### config.mk
export PLATFORM = sky130hd
export DESIGN_NAME = pipeline_hazard_ctrl
export DESIGN_NICKNAME = d
export VERILOG_FILES = /design/src/rtl/hazard_pkg.sv /design/src/rtl/sat_counter.sv /design/src/rtl/pipeline_hazard_ctrl.sv
export SDC_FILE = /design/constraint.sdc
export NUM_CORES = 1
export LEC_CHECK = 0
export ABC_AREA = 1
export CAP_MARGIN = 20
export CORE_MARGIN = 2
export CORE_UTILIZATION = 46
export DETAILED_ROUTE_END_ITERATION = 6
export PLACE_DENSITY = 0.76
export SLEW_MARGIN = 5
export SYNTH_ARGS = -nofsm -noshare
export SYNTH_HDL_FRONTEND = slang
export SYNTH_HIERARCHICAL = 1
export SYNTH_SLANG_ARGS = --single-unit
export TNS_END_PERCENT = 5
### constraint.sdc
create_clock -name clk_i -period 2.1 [get_ports clk_i]
set_input_delay 0.42 -clock clk_i [delete_from_list [all_inputs] [get_ports clk_i]]
set_output_delay 0.42 -clock clk_i [all_outputs]
set_load 0.05 [all_outputs]
### src/rtl/hazard_pkg.sv
// hazard_pkg: opcode constants, sequencer states and register-use decode for the hazard controller
package hazard_pkg;
  localparam logic [6:0] OP_R      = 7'b0110011;
  localparam logic [6:0] OP_I      = 7'b0010011;
  localparam logic [6:0] OP_LOAD   = 7'b0000011;
  localparam logic [6:0] OP_STORE  = 7'b0100011;
  localparam logic [6:0] OP_BRANCH = 7'b1100011;
  typedef enum logic [1:0] {IDLE, RUN, MEM_WAIT, ERROR} state_t;
  function automatic logic usesRs1(input logic [6:0] op);
    return op inside {OP_R, OP_I, OP_LOAD, OP_STORE, OP_BRANCH};
  endfunction
  function automatic logic usesRs2(input logic [6:0] op);
    return op inside {OP_R, OP_STORE, OP_BRANCH};
  endfunction
endpackage

### src/rtl/sat_counter.sv
// sat_counter: event counter that sticks at all-ones instead of wrapping
module sat_counter #(
  parameter int PERF_W = 16
) (
  input  logic              clk_i,
  input  logic              rst_i,
  input  logic              inc,
  output logic [PERF_W-1:0] cnt
);
  always_ff @(posedge clk_i or negedge rst_i)
    if (!rst_i) cnt <= '0;
    else if (inc && !(&cnt)) cnt <= cnt + 1'b1;
endmodule

### src/rtl/pipeline_hazard_ctrl.sv
// pipeline_hazard_ctrl: stall/flush sequencer driving the 5-stage pipeline register enables
module pipeline_hazard_ctrl
  import hazard_pkg::*;
#(
  parameter int TIMEOUT_CYCLES = 255,
  parameter int CNT_W          = 8,
  parameter int PERF_W         = 16
) (
  input  logic              clk_i,
  input  logic              rst_i,
  input  logic              start_i,
  input  logic [6:0]        IFID_Op_i,
  input  logic [4:0]        IFID_Rs1_i,
  input  logic [4:0]        IFID_Rs2_i,
  input  logic              IDEX_MemRead_i,
  input  logic [4:0]        IDEX_Rd_i,
  input  logic              EXMEM_MemRead_i,
  input  logic              EXMEM_MemWrite_i,
  input  logic              dmem_ack_i,
  input  logic              Branch_taken_i,
  output logic              dmem_req_o,
  output logic              PCWrite_o,
  output logic              IFID_Write_o,
  output logic              IFID_Flush_o,
  output logic              NoOp_o,
  output logic              IDEX_Write_o,
  output logic              EXMEM_Write_o,
  output logic              MEMWB_Write_o,
  output logic              error_o,
  output logic [PERF_W-1:0] load_use_cnt_o,
  output logic [PERF_W-1:0] mem_wait_cnt_o
);
  state_t           state;
  logic [CNT_W-1:0] waitCnt;
  logic             active, memStall, loadUse, inRun;
  always_comb begin
    active        = (state == RUN) || (state == MEM_WAIT);
    inRun         = state == RUN;
    dmem_req_o    = active & (EXMEM_MemRead_i | EXMEM_MemWrite_i);
    memStall      = dmem_req_o & ~dmem_ack_i;
    loadUse       = inRun && !memStall && IDEX_MemRead_i && (IDEX_Rd_i != 5'd0) &&
                    ((IDEX_Rd_i == IFID_Rs1_i && usesRs1(IFID_Op_i)) ||
                     (IDEX_Rd_i == IFID_Rs2_i && usesRs2(IFID_Op_i)));
    NoOp_o        = loadUse;
    IFID_Flush_o  = inRun && !memStall && !loadUse && Branch_taken_i;
    PCWrite_o     = active && !memStall && !loadUse;
    IFID_Write_o  = PCWrite_o;
    IDEX_Write_o  = active && !memStall;
    EXMEM_Write_o = IDEX_Write_o;
    MEMWB_Write_o = active;
    error_o       = state == ERROR;
  end
  // an ack arriving on the timeout cycle still releases the stall
  always_ff @(posedge clk_i or negedge rst_i)
    if (!rst_i) begin
      state   <= IDLE;
      waitCnt <= '0;
    end else
      case (state)
        IDLE: if (start_i) state <= RUN;
        RUN: if (memStall) begin
          state   <= MEM_WAIT;
          waitCnt <= CNT_W'(1);
        end
        MEM_WAIT: if (!memStall) begin
          state   <= RUN;
          waitCnt <= '0;
        end else if (waitCnt == CNT_W'(TIMEOUT_CYCLES)) state <= ERROR;
        else waitCnt <= waitCnt + 1'b1;
        default: ;
      endcase
  sat_counter #(.PERF_W(PERF_W)) luCounter (
    .clk_i(clk_i), .rst_i(rst_i), .inc(loadUse), .cnt(load_use_cnt_o)
  );
  sat_counter #(.PERF_W(PERF_W)) memCounter (
    .clk_i(clk_i), .rst_i(rst_i), .inc(memStall), .cnt(mem_wait_cnt_o)
  );
endmodule

* Word level (Yosys, flattened, before mapping) *
Index checks and enable logic that the tools add are counted.

storage, ports and cells
  bits in registers = 42
  output and inout port bits = 41
  word-level logic and storage cells = 63

operators by class
  add/sub/neg operators = 3
  equality and inequality tests = 15
  multiplexer cells = 9
  bitwise operators = 4
  reduce and logical (&&, ||, !) cells = 28

operators by type and width
  cell                                                             count
  16-bit by 1-bit adder with 16-bit output, second input constant  2
  16-bit AND reduction                                             2
  8-bit 2-to-1 mux                                                 3
  8-bit one-hot mux with 2 select lines                            1
  7-bit by 6-bit == test with 1-bit output, second input constant  2
  1-bit logical AND                                                12
  5-bit == test                                                    2
  5-bit nonzero test                                               2
  8-bit by 1-bit adder with 8-bit output, second input constant    1
  8-bit == test, second input constant                             1
  2-bit 2-to-1 mux                                                 4
  7-bit by 2-bit == test with 1-bit output, second input constant  1
  7-bit by 5-bit == test with 1-bit output, second input constant  1
  7-bit == test, second input constant                             1
  3-bit inequality test, second input constant                     2
  2-bit one-hot mux with 3 select lines                            1
  3-bit nonzero test                                               2
  2-bit == test, second input constant                             2
  1-bit logical NOT                                                4
  4-bit AND reduction                                              1
  3-bit AND reduction                                              1
  1-bit bitwise AND                                                2
  2-bit by 1-bit == test with 1-bit output, second input constant  1
  2-bit logical NOT                                                1
  other kinds (6)                                                  7

* Longest topological paths before layout *
Gate-level depths: netlist of the first run.

  depth in word-level cells = 12
  gate-level depth with buffers = 15
  gate-level depth less buffers = 15

* By module *
The synthesis of the first run kept the hierarchy.

modules (own cells, without submodules)
  module                instances  cells an instance  area an instance (um^2)  seq. area each (um^2)
  sat_counter           2          158                1052.3                   400.4
  pipeline_hazard_ctrl  1          178                1072.3                   250.2

* Worst setup path after synthesis of the first run *
Ideal clock, no wire load.

  path type = flip-flop to output port
  start = register state[0]
  end = output PCWrite_o
  arrival time = 2673 ps
  path slack = -993 ps
  stages on the path, launching flop included = 8
  path buffers = 1
  path through = dfrtp_1 inv_1 ha_1 nand3_4 nand2_4 nor2_1 a21oi_1 buf_4

on the way
  cells in the longest elaborated chain, start to end = 11
  elaborated cells on any way between the ends = 13

RTL lines
  item                                                                              RTL line                    text
  start: declaration                                                                pipeline_hazard_ctrl.sv:33  state_t state;
  start signal: assignment                                                          pipeline_hazard_ctrl.sv:56  state <= IDLE;
  start signal: assignment                                                          pipeline_hazard_ctrl.sv:60  IDLE: if (start_i) state <= RUN;
  start signal: assignment                                                          pipeline_hazard_ctrl.sv:62  state <= MEM_WAIT;
  2-bit by 1-bit == test with 1-bit output / 2-bit == test (equally long branches)  pipeline_hazard_ctrl.sv:37  active = (state == RUN) || (state == MEM_WAIT);
  1-bit logical OR *                                                                pipeline_hazard_ctrl.sv:37
  named net MEMWB_Write_o                                                           pipeline_hazard_ctrl.sv:28  output logic MEMWB_Write_o,
  1-bit bitwise AND                                                                 pipeline_hazard_ctrl.sv:39  dmem_req_o = active & (EXMEM_MemRead_i | EXMEM_MemWrite_i);
  1-bit bitwise AND                                                                 pipeline_hazard_ctrl.sv:40  memStall = dmem_req_o & ~dmem_ack_i;
  1-bit logical NOT                                                                 n/a
  1-bit logical AND (4 in a row)                                                    pipeline_hazard_ctrl.sv:41  loadUse = inRun && !memStall && IDEX_MemRead_i && (IDEX_Rd_i != 5'd0) &&
  1-bit logical NOT                                                                 pipeline_hazard_ctrl.sv:46  PCWrite_o = active && !memStall && !loadUse;
  1-bit logical AND *                                                               pipeline_hazard_ctrl.sv:46
  end: declaration                                                                  pipeline_hazard_ctrl.sv:22  output logic PCWrite_o,

The timed path passes the listed nets; every way through them passes the cells marked *.

* Final worst setup path of the first run *
  start = input EXMEM_MemWrite_i
  end = output PCWrite_o

on the way
  cells in the longest elaborated chain, start to end = 10
  elaborated cells on any way between the ends = 11

RTL lines
  item                            RTL line                    text
  start: declaration              pipeline_hazard_ctrl.sv:18  input logic EXMEM_MemWrite_i,
  1-bit OR *                      pipeline_hazard_ctrl.sv:39
  1-bit bitwise AND *             pipeline_hazard_ctrl.sv:39
  1-bit bitwise AND *             pipeline_hazard_ctrl.sv:40
  1-bit logical NOT *             n/a
  1-bit logical AND (4 in a row)  pipeline_hazard_ctrl.sv:41
  1-bit logical NOT               pipeline_hazard_ctrl.sv:46
  1-bit logical AND *             pipeline_hazard_ctrl.sv:46

Every way passes the cells marked *; elsewhere a longest branch is shown, timed or not.

==> results of run 1 <==
[report_power, final]
| group | switching [uW] | internal, uW | leakage, uW | total, uW |
|---|---|---|---|---|
| Clock | 287 | 355 | 0.0000514 | 642 |
| Sequential | 102 | 878 | 0.000576 | 980 |
| Combinational | 1150 | 834 | 0.00172 | 1980 |
[stage by stage]
step                      worst slack [ns]  instance area, um2  std cells
after global placement              -0.215                4150        652
final                              -0.0554                4370        666
after floorplan                     -0.130                3220        494
after CTS                          -0.0550                4310        666
after global routing                -0.117                4370        666
after detailed placement            -0.288                4150        652
[how the worst max path moves through the flow]
stage | start | to | slack, ns | cells past startpoint
2_1_floorplan | state[1] | luCounter/cnt[15] | -0.13 | 14
3_3_place_gp | IDEX_Rd_i[3] | luCounter/cnt[15] | -0.21 | 16
3_5_place_dp | IDEX_Rd_i[3] | luCounter/cnt[15] | -0.29 | 16
4_1_cts | state[0] | IFID_Flush_o | -0.06 | 9
5_1_grt | state[1] | IFID_Flush_o | -0.12 | 9
6_report | EXMEM_MemWrite_i | PCWrite_o | -0.06 | 9
[placed cells by master (no fill, tap or decap), types with 6 or more instances in the layout]
cell               n
inv_2              9
clkdlybuf4s50_1   34
buf_4             20
dlymetal6s2s_1    14
nand3b_1          10
nor2_2             7
nand2_1          203
o21ai_0            7
ha_1               6
buf_12             9
nand4_1           15
nand2_2           13
dlygate4sd2_1      9
inv_1             59
dfrtp_1           41
nand3_1           24
nor2_1            50
[kinds of logic after synthesis]
family                   share of synthesized area [%]
AO/OA/AOI/OAI                                     2.80
XOR/XNOR                                          2.21
adder cells (fa/ha/maj)                           3.15
buffers and inverters                             10.1
flip-flops                                        33.1
AND/OR/NAND/NOR                                   48.6
[metal layers]
metal | wire length [um] | track usage (%) | vias up | part of all wire [%]
met3 | 342 | 4.83 | 6 | 4.5
li1 | - | - | 1699 | -
met1 | 3510 | 26.2 | 1481 | 46
met5 | 0 | 0 | - | 0
met4 | 49 | 4.90 | 0 | 0.64
met2 | 3710 | 37.0 | 71 | 49
[area by class of cell]
cell class	count	area [um2]
Fill cell	606	2390
Tap cell	80	100
Multi-Input combinational cell	375	1870
Clock buffer	6	72.6
Sequential cell	42	1050
Inverter	71	273
Timing Repair Buffer	90	963
Clock inverter	2	37.5
[sequential cells by signal, indices dropped and copies added (netlist names)]
signal          flops
state               2
luCounter/cnt      16
memCounter/cnt     16
waitCnt             8
[timing repair]
| action | in CTS | in global routing |
|---|---|---|
| setup endpoints to repair | 6 | 16 |
| pin swaps | 8 | 14 |
| gates resized for setup | 17 | 22 |
| setup buffers | 6 | 0 |
| hold buffers | 0 | 0 |
[synthesized netlist by cell type, types with 3 or more instances]
library cell,n,area [um2]
a21oi_1,7,35.0
buf_4,4,30.0
dfrtp_1,42,1050
ha_1,8,100
inv_1,65,244
inv_2,4,15.0
nand2_1,207,777
nand2_2,10,62.6
nand2_4,3,33.8
nand3_1,24,120
nand3_2,5,50.1
nand3b_1,10,75.1
nand4_1,15,93.8
nor2_1,55,206
nor2_2,3,18.8
nor2_4,4,45.0
o21ai_0,8,40.0
xnor2_1,3,26.3
xor2_1,5,43.8
[critical path: stages]
cell             delay, ns
clkdlybuf4s50_1       0.48
inv_1                 0.06
nand2_2               0.07
nand3_4               0.09
nand2_4               0.08
nor2_4                0.04
buf_6                 0.12
a21oi_4               0.20
buf_12                0.17
==> summary.txt, run 1 <==
Logic synthesis
  • Synth Area per Inst: approximately 6.4 um2
  • Post-synth EDFFs: 0
  • Cells after synthesis: between 400 and 500
  • Distinct cell type count after synthesis: 27
  • Syn Std Cell Area: approximately 3200 um2
  • Post-synth ARST share: 100%
  • Yosys Warn Count: 6
  • Synthesized flop and latch total: 42
  • Post-synthesis sequential area ratio: 33.1%
  • Post-synthesis net count: around 530
  • Top FF cell, synth: dfrtp_1

Worst hold path
  • Hold/Removal Path Class: in -> async

Worst setup path
  • Crit Path Max Fanout: 3
  • Reg2reg end: luCounter/cnt[15]
  • FF-to-FF Start: state[1]
  • Critical Path Start Type: primary input
  • Crit end category: output port
  • R2R setup slack: about 0.13 ns
  • WP data arrival: approximately 1.7 ns
  • Critical Path RT: 1.68 ns
  • Reg2reg path depth: 15
  • Crit Path Category: in -> out

Finish
  • Post-layout util: 64.6%
  • N_diodes: 0
  • Share of layout cells above drive strength 1: roughly 16%
  • Area growth, synth to finish: 37.4%
  • Final nets: a little over 600

Power
  • Leak: 0.00234 uW
  • Tot Pwr: roughly 3600 uW
  • Cell area power density: approximately 830 nW/um2
  • Max VDD drop: 1140 uV

Timing
  • Slew Limit Headroom: between 60% and 70%
  • Skew final: between 0.01 and 0.015 ns
  • Final setup vio count: 3
  • Setup ws final: -0.0554 ns
  • Tmin final: around 2.2 ns
  • Final slew viol count: 0
  • Setup TNS: -0.131 ns
  • Fin crit share: 103%
  • Hold WS: 0.108 ns
  • RSZ-0062 raised after global routing: true
  • Fin. Hold Viols: 0
  • Worst-Margin Slew: between 0.5 and 0.6 ns
  • Max Freq: roughly 460 MHz

Route
  • Routed len/inst: roughly 11 um
  • # DRC: 0
  • DR vias/cell: about 5
  • Final ANT Viol Nets: 0
  • Routed WL: 7.61 mm
  • Via Count: around 3300
  • Iteration-0 DRC Markers: around 140
  • DR pass1 iterations: 4

Global routing
  • Total Routing Usage GR: about a fifth
  • Vias in the first global route: a little over 3000
  • Largest net degree at the start of global routing: 23
  • Initial antenna violation count: 0
  • Global-route wire length before repair: 13.1 mm
  • Total congestion overflow: 0

Run status
  • Run status: complete, but fails checks
  • Failing checks: setup timing

Die
  • Initial Util: between 40% and 50%
  • I/O pins: between 70 and 80
  • Core area: approximately 6800 um2
  • Site Rows: 30
  • Die width: between 80 and 90 um
  • Die height: about 87 um
  • Full die area: 7590 um2

Clock network
  • Clk_lat worst skew: about 0.29 ns
  • Root Driver: clkbuf_8
  • CTS buffer count: 5
  • Clk slew on worst S/H paths: 0.09 ns
  • Clock buffer depth: 2
  • H-tree level count: 2
  • CTS tree: built
  • Clock sink total: 42

Placement
  • Hpwl dp: around 5.9 mm
  • Port bufs: 70
  • Routability cong.: around 0.85

Job
  • Max_cap viols: 0
No activity file was read; power rests on OpenSTA's default activity.
==> run 2: changes to the inputs <==
ABC_CLOCK_PERIOD_IN_PS = 2100   (was unset)
==> results of run 2 <==
Final layout, timing and power as in run 1 (identical DEF).
